--- src/rtl/program_sequencer.sv ---
// Runs NUM_PROGS core programs back to back from one Go request, timing each
// program and ending the run with TimeoutErr if one exceeds the watchdog limit.
module program_sequencer #(
  parameter int NUM_PROGS  = 3,
  parameter int PC_W       = 10,
  parameter int ADDR0      = 0,
  parameter int ADDR1      = 128,
  parameter int ADDR2      = 256,
  parameter int START_CYC  = 2,
  parameter int CNT_W      = 16,
  parameter int WDOG_LIMIT = 16'hFFF0
) (
  input  logic             Clk,
  input  logic             Reset,
  input  logic             Go,
  input  logic             Ack,
  output logic             CoreStart,
  output logic [PC_W-1:0]  StartAddr,
  output logic [1:0]       ProgIdx,
  output logic             Busy,
  output logic             ProgDone,
  output logic [CNT_W-1:0] LastCycles,
  output logic             AllDone,
  output logic             TimeoutErr,
  output logic [2:0]       state_dbg
);

  // Core handshake: CoreStart is held for START_CYC cycles with StartAddr valid
  // throughout; the core answers with a level Ack. An Ack counts only after
  // the core has been seen low at least once in RUN, so a level left high by the
  // previous program cannot complete the new one.
  typedef enum logic [2:0] {
    S_IDLE   = 3'd0,
    S_LAUNCH = 3'd1,
    S_RUN    = 3'd2,
    S_RECORD = 3'd3,
    S_DONE   = 3'd4,
    S_ERROR  = 3'd5
  } state_t;

  localparam int LC_W = (START_CYC > 1) ? $clog2(START_CYC) : 1;
  localparam logic [LC_W-1:0]  LAUNCH_LAST = LC_W'(START_CYC - 1);
  localparam logic [1:0]       LAST_IDX    = 2'(NUM_PROGS - 1);
  localparam logic [CNT_W-1:0] LIMIT       = CNT_W'(WDOG_LIMIT);

  state_t           state_q, state_d;
  logic [1:0]       idx_q, idx_d;
  logic [LC_W-1:0]  lcnt_q, lcnt_d;
  logic [CNT_W-1:0] cnt_q, cnt_d, cnt_inc;
  logic             arm_q, arm_d;
  logic [CNT_W-1:0] last_q, last_d;

  logic             core_start_q;
  logic [PC_W-1:0]  addr_q;
  logic             busy_q;
  logic             done_q;
  logic             all_done_q;
  logic             err_q;

  function automatic logic [PC_W-1:0] entry_addr(input logic [1:0] idx);
    case (idx)
      2'd0:    entry_addr = PC_W'(ADDR0);
      2'd1:    entry_addr = PC_W'(ADDR1);
      default: entry_addr = PC_W'(ADDR2);
    endcase
  endfunction

  always_comb begin
    state_d = state_q;
    idx_d   = idx_q;
    lcnt_d  = lcnt_q;
    cnt_d   = cnt_q;
    arm_d   = arm_q;
    last_d  = last_q;
    // The value for the current RUN cycle, so a completing cycle is counted.
    cnt_inc = (cnt_q == '1) ? cnt_q : cnt_q + CNT_W'(1);
    case (state_q)
      S_IDLE, S_DONE, S_ERROR: begin
        if (Go) begin
          state_d = S_LAUNCH;
          idx_d   = '0;
          lcnt_d  = '0;
        end
      end
      S_LAUNCH: begin
        if (lcnt_q == LAUNCH_LAST) begin
          state_d = S_RUN;
          cnt_d   = '0;
          arm_d   = 1'b0;
        end else begin
          lcnt_d = lcnt_q + LC_W'(1);
        end
      end
      S_RUN: begin
        cnt_d = cnt_inc;
        if (!Ack) arm_d = 1'b1;
        // Completion takes priority over a watchdog expiry in the same cycle.
        if (Ack && arm_q) begin
          state_d = S_RECORD;
          last_d  = cnt_inc;
        end else if (cnt_inc >= LIMIT) begin
          state_d = S_ERROR;
        end
      end
      S_RECORD: begin
        if (idx_q == LAST_IDX) begin
          state_d = S_DONE;
        end else begin
          state_d = S_LAUNCH;
          idx_d   = idx_q + 2'd1;
          lcnt_d  = '0;
        end
      end
      default: state_d = S_IDLE;
    endcase
  end

  // Outputs are registered from the next state so they line up with state_q.
  always_ff @(posedge Clk) begin
    if (Reset) begin
      state_q      <= S_IDLE;
      idx_q        <= '0;
      lcnt_q       <= '0;
      cnt_q        <= '0;
      arm_q        <= 1'b0;
      last_q       <= '0;
      core_start_q <= 1'b0;
      addr_q       <= '0;
      busy_q       <= 1'b0;
      done_q       <= 1'b0;
      all_done_q   <= 1'b0;
      err_q        <= 1'b0;
    end else begin
      state_q      <= state_d;
      idx_q        <= idx_d;
      lcnt_q       <= lcnt_d;
      cnt_q        <= cnt_d;
      arm_q        <= arm_d;
      last_q       <= last_d;
      core_start_q <= (state_d == S_LAUNCH);
      addr_q       <= (state_d == S_LAUNCH) ? entry_addr(idx_d) : '0;
      busy_q       <= (state_d == S_LAUNCH) || (state_d == S_RUN) ||
                      (state_d == S_RECORD);
      done_q       <= (state_d == S_RECORD);
      all_done_q   <= (state_d == S_DONE);
      err_q        <= (state_d == S_ERROR);
    end
  end

  assign CoreStart  = core_start_q;
  assign StartAddr  = addr_q;
  assign ProgIdx    = idx_q;
  assign Busy       = busy_q;
  assign ProgDone   = done_q;
  assign LastCycles = last_q;
  assign AllDone    = all_done_q;
  assign TimeoutErr = err_q;
  assign state_dbg  = state_q;

endmodule

--- config.mk ---
export PLATFORM = sky130hd
export DESIGN_NAME = program_sequencer
export DESIGN_NICKNAME = d
export VERILOG_FILES = /design/src/rtl/program_sequencer.sv
export SDC_FILE = /design/constraint.sdc
export NUM_CORES = 1
export LEC_CHECK = 0
export BUFFER_PORTS_ARGS = -buffer_cell sky130_fd_sc_hd__clkbuf_2
export CAP_MARGIN = 15
export CORE_MARGIN = 2
export CORE_UTILIZATION = 60
export CTS_CLUSTER_DIAMETER = 100
export CTS_CLUSTER_SIZE = 8
export DETAILED_ROUTE_END_ITERATION = 10
export GPL_TIMING_DRIVEN = 0
export PLACE_DENSITY = 0.89
export SLEW_MARGIN = 25
export SYNTH_ARGS = -nofsm -noshare
export SYNTH_HDL_FRONTEND = slang
export SYNTH_SLANG_ARGS = --single-unit
export TNS_END_PERCENT = 100
--- constraint.sdc ---
create_clock -name Clk -period 3.7 [get_ports Clk]
set_input_delay 0.925 -clock Clk [delete_from_list [all_inputs] [get_ports Clk]]
set_output_delay 0.925 -clock Clk [all_outputs]
set_load 0.005 [all_outputs]
==> flow_metrics.tcl <==
set metrics [dict create \
    status "finished, final reports clean" \
    crit_top_cell "o31a_1" \
    grt_max_degree 14 \
    via_per_inst 5.77 \
    root_buffer "clkbuf_8" \
    grt_pass1_wl_um 9080 \
    max-cap-violations 0 \
    finalSetupViolCount 0 \
    cts_sinks 46 \
    grt_pass1_vias 1964 \
    antenna_found_initial 0 \
    hold_class "flip-flop to flip-flop" \
    syn_to_final_growth_pct 13.5 \
    p_leak_nw 1.05 \
    yosysUniqueCellTypes 52 \
    critical-path-max-stage-delay_ps 470 \
    worstPathCellList "ha_1 > nand3_1 > nor4_1 > mux2i_1 > o31a_1 > nand4_1 > o31a_1" \
    cts-htree-levels 2 \
    synth_flop_cell "dfxtp_1" \
    rr_startpoint "cnt_q[0]$_SDFFE_PP0P_" \
    fin_tns_setup_ps 0 \
    skew_ps 8.45 \
    reg2reg_slack_ps 1250 \
    netlist_area_mm2 0.00238 \
    gp_congestion 0.908 \
    drc 0 \
    diodes 0 \
    rows 22 \
    drt_iter0_drc 203 \
    clkTransAtPathRegs_ps 80 \
    drive_above_1_share 0.195 \
    cp_slowest_cell "nor4_1" \
    avgRoutedWirePerCell_um 14.1 \
    insertion_delay_ps 300 \
    critPathCapture "state_dbg[1]$_SDFF_PP0_" \
    ir_drop_uv 279 \
    wirelength_um 5510 \
    synth_edf_count 0 \
    path_max_fanout 6 \
    cp_top_family "simple AND/OR/NAND/NOR gates" \
    drv_slew 0 \
    fin_crit_ps 2450 \
    drtAntennaViolNets 0 \
    start_util 0.635 \
    reg2regPathDepth 7 \
    ctsHoldBuffers 0 \
    routed-via-count 2255 \
    final-hold-violation-count 0 \
    post-cts-setup-buffer-count 0 \
    start_kind "flip-flop" \
    io_pins 40 \
    port_buffers 31 \
    synth.avg_cell_area_um2 7.97 \
    synth_seq_cells 46 \
    grt_usage 0.268 \
    async_reset_ff_frac 0 \
    period_share 0.663 \
    crit_buf_inv 0 \
    netlist_instances 298 \
    hold_ws_ps 466 \
    post_cts_resize_count 0 \
    worst_slew_pin_slew_ps 653 \
    slew_headroom 0.563 \
    end_kind "flip-flop" \
    dr.pass1.iters 5 \
    cts_inserted_buffers 5 \
    crit_arrival_ps 2650 \
    die_area_mm2 0.00448 \
    crit_path_start "cnt_q[0]$_SDFFE_PP0P_" \
    finalNetCount 350 \
    r2r-end "state_dbg[1]$_SDFF_PP0_" \
    globalRouteOverflowTotal 0 \
    seq_area_frac_synth 0.388 \
    tritoncts "done" \
    critical_path_required_ps 3900 \
    rsz0062_at_grt "no" \
    crit_type "flip-flop to flip-flop" \
    die_x_um 66.9 \
    cp.depth 7 \
    fmax_mhz 408 \
    cts_buffer_depth 2 \
    ys_warn_count 0 \
    dp_hpwl_um 3980 \
    core_mm2 0.00374 \
    die_height_um 66.9 \
    power.density_mw_per_mm2 315 \
]
## Yosys cell counts, drive strengths merged, types with 2 or more instances
cell type | count | area (um^2)
a311oi | 5 | 43.8
nor2b | 3 | 18.8
nor2 | 51 | 194
and3 | 4 | 25.0
xnor2 | 8 | 70.1
or3 | 2 | 12.5
o31a | 2 | 17.5
mux2 | 3 | 33.8
inv | 5 | 18.8
and4 | 4 | 35.0
nor3b | 3 | 27.5
o21ai | 12 | 60.1
a21o | 3 | 22.5
o221ai | 2 | 17.5
a211oi | 6 | 45.0
nand4 | 10 | 68.8
and2 | 4 | 25.0
nand2b | 4 | 25.0
ha | 3 | 37.5
mux2i | 2 | 20.0
clkbuf | 7 | 27.5
or3b | 2 | 17.5
nand3 | 8 | 40.0
nand3b | 2 | 15.0
dfxtp | 46 | 921
nor4 | 3 | 18.8
buf | 20 | 130
a21oi | 21 | 109
nor3 | 5 | 30.0
o211ai | 3 | 22.5
a31oi | 5 | 31.3
nand2 | 30 | 113
## metrics by stage
step	worst slack [ps]	total power, W	instances	utilization	area [um^2]
after floorplan	1590	0.000555	305	-	2400
after global placement	1290	0.000570	384	0.699	2620
after detailed placement	1300	0.000571	384	0.699	2620
after CTS	1270	0.000850	391	0.720	2700
after global routing	1040	0.000881	391	0.720	2700
final	1250	0.000849	391	0.720	2700
## routing by layer
layer	track usage	vias up	wire, um	part of all wire
li1	-	1124	-	-
met1	0.360	1030	2540	0.46
met2	0.429	85	2560	0.46
met3	0.0524	16	328	0.060
met4	0.0918	0	89	0.016
met5	0	-	0	0
## cells by family (layout without fill, tap and decap cells)
kind of cell / Yosys count / in the layout / synth area share
compound gates: 63 / 63 / 0.172
xor+xnor: 9 / 9 / 0.0332
buf+inv: 32 / 70 / 0.0742
flops: 46 / 46 / 0.388
mux: 5 / 5 / 0.0226
other cells: 1 / 8 / 0.00158
fa+ha+maj: 3 / 3 / 0.0158
simple gates: 139 / 139 / 0.293
## where the power goes
| group | leakage (nW) | internal [W] | switching, W |
|---|---|---|---|
| clock | 0.0438 | 0.000127 | 0.000162 |
| sequential | 0.371 | 0.000500 | 0.00000341 |
| combinational | 0.633 | 0.0000230 | 0.0000342 |
## final cells by class
| type | count | area (um^2) |
|---|---|---|
| Timing Repair Buffer | 31 | 155 |
| Tap cell | 48 | 60.1 |
| Clock inverter | 2 | 10.0 |
| Multi-Input combinational cell | 227 | 1310 |
| Sequential cell | 46 | 921 |
| Clock buffer | 5 | 68.8 |
| Buffer | 27 | 158 |
| Fill cell | 323 | 1050 |
| Inverter | 5 | 18.8 |
## flip-flops by register name, summed over array words and instances, names as in the netlist
| name | count |
|---|---|
| lcnt_q | 1 |
| StartAddr | 2 |
| cnt_q | 16 |
| ProgDone | 1 |
| state_dbg | 3 |
| ProgIdx | 2 |
| Busy | 1 |
| AllDone | 1 |
| LastCycles | 16 |
| TimeoutErr | 1 |
| arm_q | 1 |
| CoreStart | 1 |
## worst min-delay path by stage
stage,start,end,slack [ps],depth (start not counted)
2_1_floorplan,LastCycles[0]$_SDFFE_PP0P_,LastCycles[0]$_SDFFE_PP0P_,450,2
3_3_place_gp,LastCycles[2]$_SDFFE_PP0P_,LastCycles[2]$_SDFFE_PP0P_,440,2
3_5_place_dp,LastCycles[15]$_SDFFE_PP0P_,LastCycles[15]$_SDFFE_PP0P_,450,2
4_1_cts,LastCycles[15]$_SDFFE_PP0P_,LastCycles[15]$_SDFFE_PP0P_,470,2
5_1_grt,LastCycles[15]$_SDFFE_PP0P_,LastCycles[15]$_SDFFE_PP0P_,480,2
6_report,LastCycles[15]$_SDFFE_PP0P_,LastCycles[15]$_SDFFE_PP0P_,470,2
## layout by cell type, fill, tap and decap left out, types with 6 or more instances in the layout
master / count
o21ai_0: 12
nand4_1: 9
nand2_1: 30
buf_2: 8
nor2_1: 50
buf_4: 8
conb_1: 8
a211oi_1: 6
xnor2_1: 8
clkbuf_2: 32
nand3_1: 8
clkbuf_1: 6
dfxtp_1: 46
a21oi_1: 20
## worst min-delay path, delay by kind of cell, from the launching register on
kind               cells  cell delay [ps]
AOI/OAI and AO/OA      1               60
DFF                    1              310
and+or+nand+nor        1               50
Note: power is estimated with default switching activity, not from simulation.
